==> config.mk <==
export PLATFORM = sky130hd
export DESIGN_NAME = prog_loader
export DESIGN_NICKNAME = d
export VERILOG_FILES = /design/src/rtl/prog_loader.sv
export SDC_FILE = /design/constraint.sdc
export NUM_CORES = 1
export LEC_CHECK = 0
export ABC_AREA = 1
export BUFFER_PORTS_ARGS = -buffer_cell sky130_fd_sc_hd__buf_2
export CAP_MARGIN = 20
export CORE_AREA = 4 4 105 146
export CTS_CLUSTER_SIZE = 8
export DETAILED_ROUTE_END_ITERATION = 8
export DIE_AREA = 0 0 109 150
export SETUP_SLACK_MARGIN = 0.4
export SKIP_LAST_GASP = 1
export SYNTH_ARGS = -nofsm -noshare
export SYNTH_HDL_FRONTEND = slang
export SYNTH_SLANG_ARGS = --single-unit
==> constraint.sdc <==
create_clock -name clk -period 1.6 [get_ports clk]
set_input_delay 0.16 -clock clk [delete_from_list [all_inputs] [get_ports clk]]
set_output_delay 0.16 -clock clk [all_outputs]
set_load 0.005 [all_outputs]
==> src/rtl/prog_loader.sv <==
// rtl/prog_loader.sv - boot-time byte-stream program loader for instruction memory
//
// Receives LEN_LO, LEN_HI, 4*N payload bytes and a CSUM byte over a
// valid/ready byte stream. It assembles little-endian 32-bit words, writes them
// to instruction memory, and releases the core reset only after the checksum matches.
//
// Ports:
//   clk, rst             clock; asynchronous active-low reset
//   byte_valid/data      upstream byte stream
//   byte_ready           loader accepts a byte (decoded from state only)
//   imem_we/addr/wdata   registered one-cycle instruction memory write
//   core_rst_n           core reset, high once a clean image is loaded
//   load_done, load_err  sticky status flags
module prog_loader #(
   parameter int ADDR_WIDTH = 10
) (
   input  logic        clk,
   input  logic        rst,
   input  logic        byte_valid,
   input  logic [7:0]  byte_data,
   output logic        byte_ready,
   output logic        imem_we,
   output logic [31:0] imem_addr,
   output logic [31:0] imem_wdata,
   output logic        core_rst_n,
   output logic        load_done,
   output logic        load_err
);

   typedef enum logic [2:0] {S_LEN0, S_LEN1, S_DATA, S_CSUM, S_RUN, S_ERR} state_t;

   // Word count that exactly fills memory. N equal to this value is legal.
   localparam logic [16:0] MAX_WORDS = 17'(1) << ADDR_WIDTH;

   state_t                state;
   logic [7:0]            len_lo;
   logic [15:0]           len;
   logic [7:0]            csum;
   logic [1:0]            lane;
   logic [ADDR_WIDTH:0]   idx;
   logic [23:0]           word_buf;

   logic                  xfer;
   logic [15:0]           n_in;
   logic [16:0]           idx_next;

   assign byte_ready = (state == S_LEN0) || (state == S_LEN1) ||
                       (state == S_DATA) || (state == S_CSUM);
   assign xfer       = byte_valid & byte_ready;
   assign n_in       = {byte_data, len_lo};
   assign idx_next   = 17'(idx) + 17'd1;

   always_ff @(posedge clk or negedge rst) begin
      if (!rst) begin
         state      <= S_LEN0;
         len_lo     <= 8'd0;
         len        <= 16'd0;
         csum       <= 8'd0;
         lane       <= 2'd0;
         idx        <= '0;
         word_buf   <= 24'd0;
         imem_we    <= 1'b0;
         imem_addr  <= 32'd0;
         imem_wdata <= 32'd0;
         core_rst_n <= 1'b0;
         load_done  <= 1'b0;
         load_err   <= 1'b0;
      end else begin
         imem_we <= 1'b0;
         if (xfer) begin
            case (state)
               S_LEN0: begin
                  len_lo <= byte_data;
                  state  <= S_LEN1;
               end
               S_LEN1: begin
                  len <= n_in;
                  if ({1'b0, n_in} > MAX_WORDS) begin
                     state    <= S_ERR;
                     load_err <= 1'b1;
                  end else if (n_in == 16'd0) begin
                     state <= S_CSUM;
                  end else begin
                     state <= S_DATA;
                  end
               end
               S_DATA: begin
                  csum <= csum + byte_data;
                  lane <= lane + 2'd1;
                  case (lane)
                     2'd0: word_buf[7:0]   <= byte_data;
                     2'd1: word_buf[15:8]  <= byte_data;
                     2'd2: word_buf[23:16] <= byte_data;
                     default: begin
                        // Fourth lane completes the word; the write goes out
                        // registered while the next word's bytes keep arriving.
                        imem_we    <= 1'b1;
                        imem_wdata <= {byte_data, word_buf};
                        imem_addr  <= {{(29 - ADDR_WIDTH){1'b0}}, idx, 2'b00};
                        idx        <= idx + 1'b1;
                        if (idx_next == {1'b0, len}) begin
                           state <= S_CSUM;
                        end
                     end
                  endcase
               end
               S_CSUM: begin
                  if (byte_data == csum) begin
                     state      <= S_RUN;
                     core_rst_n <= 1'b1;
                     load_done  <= 1'b1;
                  end else begin
                     state    <= S_ERR;
                     load_err <= 1'b1;
                  end
               end
               default: ;
            endcase
         end
      end
   end

endmodule
### Yosys cells after proc, flatten, opt, wreduce, memory -nomap -nowiden

Index checks and enable logic that the tools add are counted.

* add/subtract/negate cells: 4
* order comparisons: 1
* equality and inequality tests: 11
* multiplexer cells: 12
* bitwise gates (word level): 2
* reduce and logical (&&, ||, !) cells: 19

Operators by type and width (number)
* == test 12 x 16 -> 1 bit: 1
* greater-than comparator 16 x 11 -> 1 bit (second input constant): 1
* logical NOT 16 bit: 1
* AND reduction 3 bit: 5
* adder 11 x 1 -> 12 bit (second input constant): 1
* one-hot mux 3 bit (4 select lines): 1
* adder 11 x 1 -> 11 bit (second input constant): 1
* two-way mux 3 bit: 3
* adder 8 bit: 1
* == test 8 bit: 1
* AND reduction 4 bit: 2
* two-way mux 1 bit: 7
* == test 3 x 2 -> 1 bit (second input constant): 2
* AND reduction 2 bit: 3
* != test 2 x 1 -> 1 bit (second input constant): 2
* != test 2 bit (second input constant): 2
* nonzero test 4 bit: 1
* == test 3 x 1 -> 1 bit (second input constant): 1
* logical NOT 3 bit: 1
* logical OR 1 bit: 3
* OR reduction 3 bit: 1
* adder 2 x 1 -> 2 bit (second input constant): 1
* == test 2 x 1 -> 1 bit (second input constant): 1
* == test 2 bit (second input constant): 1
* other kinds (5): 5

* bits in registers: 118
* input port bits: 11
* output and inout bits: 69
* word-level logic and storage cells: 63

### Logic depth before layout (Yosys ltp)

Gate-level depths: netlist (run 1).

* word-level depth: 6
* depth in mapped cells: 16
* mapped depth without buffers: 16

### Worst setup path before layout (run 1)

Ideal clock, no wire load.

* path type: reg-to-reg
* start: register csum[0]
* end: register csum[6]
* setup time: 0.083 ns
* arrival: 1.569 ns
* required time: 1.517 ns
* setup slack: -0.051 ns
* cell stages (with the launch flop): 10
* buffers on the path: 0
* period minus slack after synthesis: 1.651 ns
* cell sequence: dfrtp_1 -> ha_1 -> inv_1 -> fa_1 -> o21ai_0 -> nand2_1 -> nand2_1 -> a21oi_1 -> xor2_1 -> o21ai_0

* word-level cells in the longest chain between the ends: 1

RTL lines
* start: declaration: RTL line 38 `logic [7:0] csum;`
* start signal: assignment: RTL line 88 `csum <= csum + byte_data;`
* adder 8 bit: RTL line 88

Every way passes these cells.
A chain may end at the register's enable or synchronous reset.

### Worst setup path after layout (run 1)

* start: register idx[1]
* end: register state[0]

* word-level cells in the longest chain between the ends: 4

RTL lines
* start: declaration: RTL line 40 `logic [ADDR_WIDTH:0] idx;`
* start signal: assignment: RTL line 100 `idx <= idx + 1'b1;`
* adder 11 x 1 -> 12 bit: RTL line 51 `assign idx_next = 17'(idx) + 17'd1;`
* via idx_next[1]: RTL line 45 `logic [16:0] idx_next;`
* == test 12 x 16 -> 1 bit: RTL line 101 `if (idx_next == {1'b0, len}) begin`
* != test 2 x 1 -> 1 bit (no line)
* AND reduction 4 bit (no line)
* end signal: assignment: RTL line 55 `state <= S_LEN0;`
* end signal: assignment: RTL line 102 `state <= S_CSUM;`
* end signal: assignment: RTL line 109 `state <= S_RUN;`
* end: declaration: RTL line 35 `state_t state;`

The timed path passes the listed nets, and every way through them passes these cells.

==> flow_metrics.env, run 1 <==
export IMPL_final_setup_viol_count=3
export IMPL_maxCapViolations=0
export IMPL_dp_worst_setup_slack_ns=-0.176
export IMPL_ant_nets=0
export IMPL_critPathRequiredTime_ns=1.90
export IMPL_grt_first_pass_wirelength_um=23600
export IMPL_number_of_global_route_vias_before_repair=4813
export IMPL_synth_cell_type_count=32
export IMPL_cp_num_buf_inv=1
export IMPL_post_route_cells_drive_above_1_share_pct=41.4
export IMPL_setup_worst_path_end_class="flop"
export IMPL_setup_total_negative_slack_ns=-0.527
export IMPL_failed_checks="negative setup slack"
export IMPL_route_detailed_wl_per_inst_um=15.7
export IMPL_vias_per_cell=4.89
export IMPL_pnr_worst_setup_slack_ns=-0.249
export IMPL_cellLeakagePower_nw=4.04
export IMPL_holdCritPathClass="input port to flop"
export IMPL_fillers=1155
export IMPL_fp_row_count=51
export IMPL_starting_density_of_the_core_pct=39.5
export IMPL_placeableCoreArea_mm2=0.0140
export IMPL_p_per_area_mw_per_mm2=886
export IMPL_synth_edff_count=0
export IMPL_hpwlAfterDp_um=8810
export IMPL_die_height_um=150
export IMPL_critical_path_max_stage_delay_ns=0.39
export IMPL_run_status="finished, violations left"
export IMPL_clockRootBuffer="clkbuf_16"
export IMPL_fmax_ghz=0.541
export IMPL_number_of_pins_with_negative_max_slew_slack_in_the_final_report=0
export IMPL_post_dp_cell_area_mm2=0.00622
export IMPL_grt_overflow_total=0
export IMPL_firstDrtPassIters=4
export IMPL_num_vias=4785
export IMPL_netlist_instances=649
export IMPL_syn_avg_cell_area_um2=8.50
export IMPL_final_cell_area_mm2=0.00819
export IMPL_totalWireLength_um=15400
export IMPL_floorplan_io_pins=80
export IMPL_synth_flop_cell="dfrtp_1"
export IMPL_post_route_period_util_pct=116
export IMPL_clk_pin_slew_ns=0.06
export IMPL_globalplace_congestion=0.813
export IMPL_tritoncts="done"
export IMPL_numClockSinks=118
export IMPL_postSynth_asyncResetShare_pct=100
export IMPL_ys_ff_latch=118
export IMPL_numPortBuffers=58
export IMPL_max_vdd_ir_drop_mv=0.636
export IMPL_maximum_number_of_pins_on_one_net_before_global_route_repair=66
export IMPL_worstSetupPathType="flop to flop"
export IMPL_seq_area_frac_synth_pct=53.5
export IMPL_crit_path_cell_trace="ha_2 > inv_1 > nand2_1 > nand2_1 > nand3_1 > nor2_1 > nand2_1 > nor2_2 > nand2_2 > nor2_2 > nand3_2 > nand2_2 > nand2_2 > nand2_2 > nand2_1"
export IMPL_path_delay_family="simple AND/OR/NAND/NOR gates"
export IMPL_fin_cells=978
export IMPL_clkLatencyLatePin_ns=0.42
export IMPL_syn_area_mm2=0.00552
export IMPL_crit_slowest_cell="dfrtp_1"
export IMPL_whs_ns=0.110
export IMPL_remaining_drc_errors=0
export IMPL_antennaDiodeCount=0
export IMPL_worst_ep_arrival_time_ns=2.15
export IMPL_finalClockSkew_ns=0.0100
export IMPL_finalNetCount=804
export IMPL_area_growth_pct=48.4
export IMPL_timing_hold_violations_final=0
export IMPL_die_width_um=109
export IMPL_dp_cells=900
export IMPL_htree_num_levels=4
export IMPL_yosys_warnings=0
export IMPL_setup_repair_after_global_routing_missed_its_margin="true"
export IMPL_drtIter0Drc=252
export IMPL_cts_buf_count=17
export IMPL_track_usage_pct=18.6
export IMPL_setup_worst_path_start_class="flop"
export IMPL_die_area_mm2=0.0164
export IMPL_grt_antenna_before_repair=0
export IMPL_final_min_clock_period_ns=1.85
export IMPL_critical_path_peak_fanout=3
export IMPL_ctsLongestPathBuffers=2
[cell usage after synthesis, types with 4 or more instances]
library cell,count,area (um^2)
nand2_1,232,871
ha_1,12,150
nor2_2,4,25.0
nand3b_1,6,45.0
nand4_1,9,56.3
buf_6,4,45.0
dfrtp_1,118,2950
buf_2,9,45.0
nand3_1,15,75.1
nand2_2,7,43.8
xor2_1,6,52.6
o21ai_1,21,105
nor2_1,20,75.1
o21ai_0,68,340
inv_1,63,236
buf_4,23,173
clkbuf_1,6,22.5
[state kept, by name (all words and copies together) (netlist names)]
| register | cells |
|---|---|
| state | 3 |
| idx | 11 |
| csum | 8 |
| imem_wdata | 32 |
| word_buf | 24 |
| imem_we | 1 |
| load_done | 1 |
| imem_addr | 11 |
| lane | 2 |
| load_err | 1 |
| len_lo | 8 |
| len | 16 |
[tightest hold or removal path: stages]
cell     delay (ns)
buf_2          0.10
inv_1          0.07
nor2_1         0.06
nand2_1        0.06
nand2_1        0.04
[report_power, final]
part	switching, mW	total (mW)	internal [mW]
Sequential	0.0150	3.02	3.00
Clock	1.51	3.84	2.33
Combinational	0.249	0.398	0.149
[layout make-up]
cell class | instances | area [um^2] | share of cell area (%)
Sequential cell | 118 | 2950 | 36.1
Timing Repair Buffer | 129 | 1280 | 15.6
Multi-Input combinational cell | 448 | 2860 | 35.0
Timing Repair inverter | 1 | 7.51 | 0.0917
Inverter | 65 | 260 | 3.18
Tap cell | 185 | 231 | 2.83
Clock inverter | 15 | 169 | 2.06
Clock buffer | 17 | 425 | 5.20
[what timing repair did]
item	CTS	global route
hold buffers	1	0
endpoints found under the hold margin	118	0
setup endpoints to repair	119	119
cloned	14	5
setup buffers	18	8
gates resized for setup	101	159
pin swaps	38	49
[cells in the final DEF (no fill, tap or decap), types with 6 or more instances in the layout]
cell,n
nand3_1,15
nor2_1,13
conb_1,21
o21ai_1,44
o21ai_0,13
o21ai_2,32
inv_6,6
buf_12,10
buf_4,38
dfrtp_1,118
buf_6,7
nand2_8,7
nand4_1,9
inv_1,54
clkbuf_16,22
nand2_1,151
nor2_4,7
nand2_2,56
clkinvlp_4,6
nand2_4,30
xor2_1,6
buf_2,56
buf_16,8
inv_2,8
ha_4,6
nand3b_1,6
nor2_2,7
[metal layers]
layer  global-route usage [%]  up-vias  share of wire [%]
li1                         -     2300                  -
met1                     21.7     2311                 38
met2                     32.0      135                 53
met3                     4.27       39                5.0
met4                     8.46        0                3.2
met5                        0        -                  0
[worst paths after layout]
path,from,end,slack [ns],cells after the start
worst max-delay path,idx[1],state[0],-0.25,15
worst min-delay path,byte_valid,state[2],0.11,5
worst max register to register,idx[1],state[0],-0.25,15
worst min register to register,imem_wdata[8],imem_wdata[8],0.47,2
max in group asynchronous,rst,imem_wdata[8],0.98,3
min in group asynchronous,rst,load_done,0.28,3
[per-stage QoR]
stage          utilization [%]  power (mW)
2_1_floorplan                -        3.26
3_3_place_gp              44.5        3.39
3_5_place_dp              44.5        3.41
4_1_cts                   54.0        7.25
5_1_grt                   58.6        7.49
6_report                  58.6        7.25
[kinds of logic (layout without fill, tap and decap cells)]
family	Yosys count	after routing	share of synthesized area (%)
simple gates	304	308	23.4
flops	118	118	53.5
buf+inv	107	227	9.59
compound gates	99	99	9.25
fa+ha+maj	13	13	3.08
xor+xnor	7	7	1.11
other cells	1	21	0.0680
No activity file was read; power rests on OpenSTA's default activity.
==> inputs of run 2 (changes only) <==
--- a/config.mk
+++ b/config.mk
@@ -12,6 +12,7 @@
 export CTS_CLUSTER_SIZE = 8
 export DETAILED_ROUTE_END_ITERATION = 8
 export DIE_AREA = 0 0 109 150
+export MAX_ROUTING_LAYER = met4
 export SETUP_SLACK_MARGIN = 0.4
 export SKIP_LAST_GASP = 1
 export SYNTH_ARGS = -nofsm -noshare
==> run 2 against run 1 <==
Effect of this change:
- clock power about the same
- the flow still finishes with violations (negative setup slack)
- clock skew barely moved
- clock-buffer cell count stayed put
- sequential share of layout area grew 0.91 points
- critical path type unchanged
- cell area down 2.5%
- sequential cell count is the same
==> flow_metrics.env, run 2 (synthesis gave the netlist of run 1 again) <==
export IMPL_route_detailed_wl_per_inst_um=15.4
export IMPL_pnr_worst_setup_slack_ns=-0.233
export IMPL_placeableCoreArea_mm2=0.0140
export IMPL_fmax_ghz=0.545
export IMPL_numPortBuffers=58
export IMPL_clock_power_share_pct=52.8
export IMPL_die_width_um=109
export IMPL_hpwlAfterDp_um=8810
export IMPL_numClockSinks=118
export IMPL_starting_density_of_the_core_pct=39.5
export IMPL_number_of_pins_with_negative_max_slew_slack_in_the_final_report=0
export IMPL_number_of_global_route_vias_before_repair=4816
export IMPL_failed_checks="negative setup slack"
export IMPL_final_min_clock_period_ns=1.83
export IMPL_vias_per_cell=4.88
export IMPL_timing_hold_violations_final=0
export IMPL_grt_antenna_before_repair=0
export IMPL_die_height_um=150
export IMPL_num_vias=4744
export IMPL_final_setup_viol_count=3
export IMPL_track_usage_pct=19.1
export IMPL_internal_power_mw=5.48
export IMPL_setup_total_negative_slack_ns=-0.480
export IMPL_finalNetCount=799
export IMPL_layout_common_cells="167 x nand2_1, 118 x dfrtp_1, 57 x buf_2, 56 x inv_1, 49 x nand2_2"
export IMPL_remaining_drc_errors=0
export IMPL_hold_path_depth=5
export IMPL_critical_path_peak_fanout=3
export IMPL_antennaDiodeCount=0
export IMPL_setup_worst_path_start_class="flop"
export IMPL_setup_repair_after_global_routing_missed_its_margin="true"
export IMPL_power_share_sequential_pct=41.7
export IMPL_totalWireLength_um=15000
export IMPL_post_route_period_util_pct=115
export IMPL_p_switching_mw=1.75
export IMPL_setup_worst_path_end_class="flop"
export IMPL_largest_register="imem_wdata"
export IMPL_clockRootBuffer="clkbuf_16"
export IMPL_p_per_area_mw_per_mm2=905
export IMPL_reg2regPathDepth=15
export IMPL_whs_ns=0.116
export IMPL_fp_row_count=51
export IMPL_share_comb_of_total_power_pct=5.5
export IMPL_dp_worst_setup_slack_ns=-0.176
export IMPL_floorplan_io_pins=80
export IMPL_grt_first_pass_wirelength_um=23500
export IMPL_holdCritPathClass="input port to flop"
export IMPL_tritoncts="done"
export IMPL_worstSetupPathType="flop to flop"
export IMPL_run_status="finished, violations left"
export IMPL_area_growth_pct=44.7
export IMPL_clk_pin_slew_ns=0.06
export IMPL_cellLeakagePower_nw=3.97
export IMPL_cts_buf_count=17
export IMPL_power_switching_share_pct=24.2
export IMPL_critPathRequiredTime_ns=1.89
export IMPL_finalClockSkew_ns=0.0102
export IMPL_globalplace_congestion=0.825
export IMPL_worst_ep_arrival_time_ns=2.12
export IMPL_ctsLongestPathBuffers=2
export IMPL_maxCapViolations=0
export IMPL_die_area_mm2=0.0164
export IMPL_ant_nets=0
export IMPL_maximum_number_of_pins_on_one_net_before_global_route_repair=66
export IMPL_grt_overflow_total=0
export IMPL_htree_num_levels=4
export IMPL_largest_reg_flops=32
export IMPL_max_vdd_ir_drop_mv=0.617
export IMPL_drtIter0Drc=280
export IMPL_firstDrtPassIters=5
export IMPL_post_route_cells_drive_above_1_share_pct=37.6
export IMPL_clkLatencyLatePin_ns=0.41
export IMPL_layout_cells_most_common="nand2_1"
export IMPL_reg_largest_list="imem_wdata: 32 flops, word_buf: 24 flops, len: 16 flops"
-- run 2: cell count changes in the layout (fill, tap and decap cells not counted), moves of 2 or more --
cell / delta
buf_6: -2
inv_2: -2
nand2_4: -9
nand2_1: +16
buf_4: -2
o21ai_1: -4
nand2_2: -7
o21ai_0: +13
o21ai_2: -9
inv_1: +2
clkbuf_16: -2
-- run 2: critical path, stage by stage (launching register included) --
cell	delay, ns
dfrtp_1	0.39
ha_2	0.29
inv_1	0.07
nand2_1	0.05
nand2_1	0.05
nand3_1	0.07
nor2_1	0.12
nand2_1	0.08
nor2_2	0.10
nand2_2	0.06
nor2_2	0.11
nand3_2	0.07
nand2_2	0.09
nand2_2	0.06
nand2_2	0.06
nand2_1	0.06
-- run 2: layout make-up --
cell class,count,area (um^2)
fillers,1193,5990
flip-flops and latches,118,2950
multi-input cells,448,2740
repair buffers,124,1190
clock buffers,17,425
inverters,65,260
well taps,185,231
clock inverters,15,169
repair inverters,1,7.51
-- run 2: final timing paths --
path,slack [ns],from,to
worst max-delay path,-0.23,idx[1],state[0]
min in group asynchronous,0.29,rst,load_done
worst min register to register,0.47,load_err,load_err
max in group asynchronous,0.99,rst,imem_we
worst min-delay path,0.12,byte_valid,state[2]
worst max register to register,-0.23,idx[1],state[0]
-- run 2: stage by stage --
stage               utilization [%]  total power [mW]  cells  area [um^2]
finish                         57.1              7.23    973         7990
global route                   57.1              7.47    973         7990
CTS                            54.0              7.25    965         7550
detailed placement             44.5              3.41    900         6220
global placement               44.5              3.39    900         6220
floorplan                         -              3.26    669         5750
-- run 2: what timing repair did --
item / 4_1_cts / 5_1_grt
hold buffers: 1 / 0
pin swaps: 38 / 46
endpoints found under the setup margin: 119 / 119
buffers inserted: 18 / 5
hold endpoints to repair: 118 / 0
resized for setup: 101 / 108
cloned: 14 / 3
-- run 2: power groups by stage --
stage | clock network, mW | registers (mW) | logic [mW]
3_3_place_gp | 0 | 3.07 | 0.327
3_5_place_dp | 0 | 3.07 | 0.337
2_1_floorplan | 0 | 3.07 | 0.195
6_report | 3.82 | 3.02 | 0.395
4_1_cts | 3.86 | 3.02 | 0.376
5_1_grt | 4.01 | 3.02 | 0.441
-- run 2: metal layers --
metal / vias up / wire (um) / GRT usage (%)
met5: - / 0 / -
met4: 0 / 324 / 8.46
met3: 32 / 608 / 4.06
met2: 117 / 8110 / 32.1
met1: 2304 / 5960 / 21.7
li1: 2291 / - / -
==> inputs of run 3 (changes only) <==
--- a/config.mk
+++ b/config.mk
@@ -9,6 +9,7 @@
 export BUFFER_PORTS_ARGS = -buffer_cell sky130_fd_sc_hd__buf_2
 export CAP_MARGIN = 20
 export CORE_AREA = 4 4 105 146
+export CTS_BUF_LIST = sky130_fd_sc_hd__clkbuf_8
 export CTS_CLUSTER_SIZE = 8
 export DETAILED_ROUTE_END_ITERATION = 8
 export DIE_AREA = 0 0 109 150
==> run 3 against run 2 <==
Effect of this change:
- the run still ends with negative setup slack left
- clock power is 27% lower
- global-route usage increased by 0.49 points
- first-iteration DRC count decreased by 13%
- critical path depth unchanged
- worst hold slack lost 0.030 ns
- combinational power increased by 4%
- utilization grew 2.6 points
- cell area grew 4.5%
- routed wire length rose by 8.2%
- critical path type unchanged
- clock skew rose by 0.0039 ns
- clock-buffer cell count is the same
==> flow_metrics.env, run 3 (synthesis gave the netlist of run 1 again) <==
export IMPL_ant_nets=0
export IMPL_finalNetCount=821
export IMPL_worstSetupPathType="flop to flop"
export IMPL_setup_worst_path_start_class="flop"
export IMPL_clkLatencyLatePin_ns=0.44
export IMPL_grt_antenna_before_repair=0
export IMPL_cp_num_buf_inv=1
export IMPL_worstHoldEndpoint="state[2]"
export IMPL_setup_worst_path_end_class="flop"
export IMPL_dp_worst_setup_slack_ns=-0.176
export IMPL_fin_cells=995
export IMPL_critical_path_peak_fanout=3
export IMPL_hold_path_depth=5
export IMPL_dp_cells=900
export IMPL_track_usage_pct=19.6
export IMPL_area_growth_pct=51.2
export IMPL_number_of_global_route_vias_before_repair=4937
export IMPL_fmax_ghz=0.561
export IMPL_grt_overflow_total=0
export IMPL_grt_first_pass_wirelength_um=24000
export IMPL_timing_rr_start="idx[1]"
export IMPL_p_switching_mw=1.64
export IMPL_reg2regPathDepth=15
export IMPL_largest_reg_flops=32
export IMPL_critPathRequiredTime_ns=1.92
export IMPL_floorplan_io_pins=80
export IMPL_starting_density_of_the_core_pct=39.5
export IMPL_firstDrtPassIters=5
export IMPL_worst_path_most_repeated_cell="nand2_1"
export IMPL_worst_ep_arrival_time_ns=2.10
export IMPL_num_vias=4886
export IMPL_numClockSinks=118
export IMPL_pnr_worst_setup_slack_ns=-0.182
export IMPL_crit_slowest_cell="dfrtp_1"
export IMPL_ctsLongestPathBuffers=2
export IMPL_holdCritStartpoint="byte_valid"
export IMPL_post_route_cells_drive_above_1_share_pct=45.8
export IMPL_post_route_period_util_pct=111
export IMPL_final_setup_viol_count=27
export IMPL_route_detailed_wl_per_inst_um=16.3
export IMPL_fillers=1142
export IMPL_reg_to_reg_end="state[1]"
export IMPL_die_area_mm2=0.0164
export IMPL_die_height_um=150
export IMPL_globalplace_congestion=0.825
export IMPL_r2r_setup_slack_ns=-0.18
export IMPL_numPortBuffers=58
export IMPL_cts_buf_count=17
export IMPL_clock_power_share_pct=44.9
export IMPL_die_width_um=109
export IMPL_vias_per_cell=4.91
export IMPL_whs_ns=0.0864
export IMPL_timing_hold_violations_final=0
export IMPL_htree_num_levels=4
export IMPL_p_total_mw=6.21
export IMPL_layout_common_cells="127 x nand2_1, 117 x dfrtp_1, 72 x nand2_2, 57 x buf_2, 55 x inv_1"
export IMPL_hpwlAfterDp_um=8810
export IMPL_p_per_area_mw_per_mm2=744
export IMPL_crit_path_cell_trace="ha_2 > inv_1 > nand2_1 > nand2_1 > nand3_1 > nor2_1 > nand2_1 > nor2_2 > nand2_2 > nor2_2 > nand3_2 > nand2_2 > nand2_2 > nand2_1 > nand2_1"
export IMPL_cellLeakagePower_nw=4.23
export IMPL_final_cell_area_mm2=0.00835
export IMPL_max_vdd_ir_drop_mv=0.390
export IMPL_drtIter0Drc=243
export IMPL_clockRootBuffer="clkbuf_8"
export IMPL_final_min_clock_period_ns=1.78
export IMPL_share_comb_of_total_power_pct=6.6
export IMPL_path_delay_family="simple AND/OR/NAND/NOR gates"
export IMPL_totalWireLength_um=16200
export IMPL_layout_cells_most_common="nand2_1"
export IMPL_reg_largest_list="imem_wdata: 32 flops, word_buf: 24 flops, len: 16 flops"
export IMPL_largest_register="imem_wdata"
export IMPL_internal_power_mw=4.57
export IMPL_maximum_number_of_pins_on_one_net_before_global_route_repair=66
export IMPL_maxCapViolations=0
export IMPL_critical_path_max_stage_delay_ns=0.39
export IMPL_setup_repair_after_global_routing_missed_its_margin="true"
export IMPL_post_dp_cell_area_mm2=0.00622
export IMPL_power_switching_share_pct=26.4
export IMPL_fp_row_count=51
export IMPL_setup_total_negative_slack_ns=-1.25
export IMPL_placeableCoreArea_mm2=0.0140
export IMPL_antennaDiodeCount=0
export IMPL_failed_checks="negative setup slack"
export IMPL_finalCoreUtilization_pct=59.7
export IMPL_tritoncts="done"
export IMPL_power_share_sequential_pct=48.5
export IMPL_remaining_drc_errors=0
export IMPL_finalClockSkew_ns=0.0141
export IMPL_clk_pin_slew_ns=0.08
export IMPL_number_of_pins_with_negative_max_slew_slack_in_the_final_report=0
export IMPL_holdCritPathClass="input port to flop"
export IMPL_run_status="finished, violations left"
## run 3: cell count changes in the layout (fill, tap and decap cells not counted), moves of 10 or more
cell | previous run | this run
buf_6 | 5 | 15
clkbuf_16 | 20 | 3
clkbuf_8 | 0 | 17
nand2_1 | 167 | 127
nand2_2 | 49 | 72
nand2_4 | 21 | 38
o21ai_0 | 26 | 15
o21ai_2 | 23 | 34
## run 3: per-layer routing
metal | routed length, um | track usage, % | vias up
met5 | 0 | - | -
met4 | 645 | 9.03 | 0
met3 | 751 | 4.10 | 53
met2 | 8900 | 33.5 | 133
met1 | 5920 | 21.6 | 2375
li1 | - | - | 2325
## run 3: power by group through the flow
stage / Clock [mW] / Sequential [mW] / Combinational [mW]
floorplan: 0 / 3.07 / 0.195
global route: 2.97 / 3.01 / 0.454
finish: 2.79 / 3.01 / 0.409
detailed placement: 0 / 3.07 / 0.337
CTS: 2.81 / 3.01 / 0.376
global placement: 0 / 3.07 / 0.327
## run 3: what timing repair did
action                                  4_1_cts  5_1_grt
hold endpoints to repair                    118        0
pin swaps                                    38       60
endpoints found under the setup margin      119      119
gates resized for setup                     132      176
hold buffers                                  1        0
setup buffers                                23       18
gates cloned                                 16        5
## run 3: final cells by class
cell class / count / area, um^2 / area share [%]
inverter: 65 / 260 / 3.12
timing repair inverter: 1 / 7.51 / 0.0900
multi-input combinational: 448 / 2990 / 35.8
sequential: 118 / 2950 / 35.4
tap: 185 / 231 / 2.77
clock inverter: 15 / 169 / 2.02
clock buffer: 17 / 234 / 2.80
timing repair buffer: 146 / 1500 / 18.0
## run 3: how the worst max path moves through the flow
stage           start  endpoint  slack (ns)  depth (start not counted)
6_report       idx[1]  state[1]       -0.18                         15
3_5_place_dp   idx[0]  state[1]       -0.18                         15
4_1_cts        idx[0]  state[1]       -0.18                         16
3_3_place_gp   idx[0]  state[0]       -0.11                         15
2_1_floorplan  idx[0]  state[1]       -0.04                         15
5_1_grt        idx[0]  state[0]       -0.30                         14
## run 3: worst reg2reg max path: stages (launching register included)
cell and delay, ns:
dfrtp_1 0.39, ha_2 0.29, inv_1 0.07, nand2_1 0.05, nand2_1 0.05, nand3_1 0.07, nor2_1 0.12, nand2_1 0.08
nor2_2 0.09, nand2_2 0.06, nor2_2 0.09, nand3_2 0.07, nand2_2 0.09, nand2_2 0.06, nand2_1 0.05, nand2_1 0.05
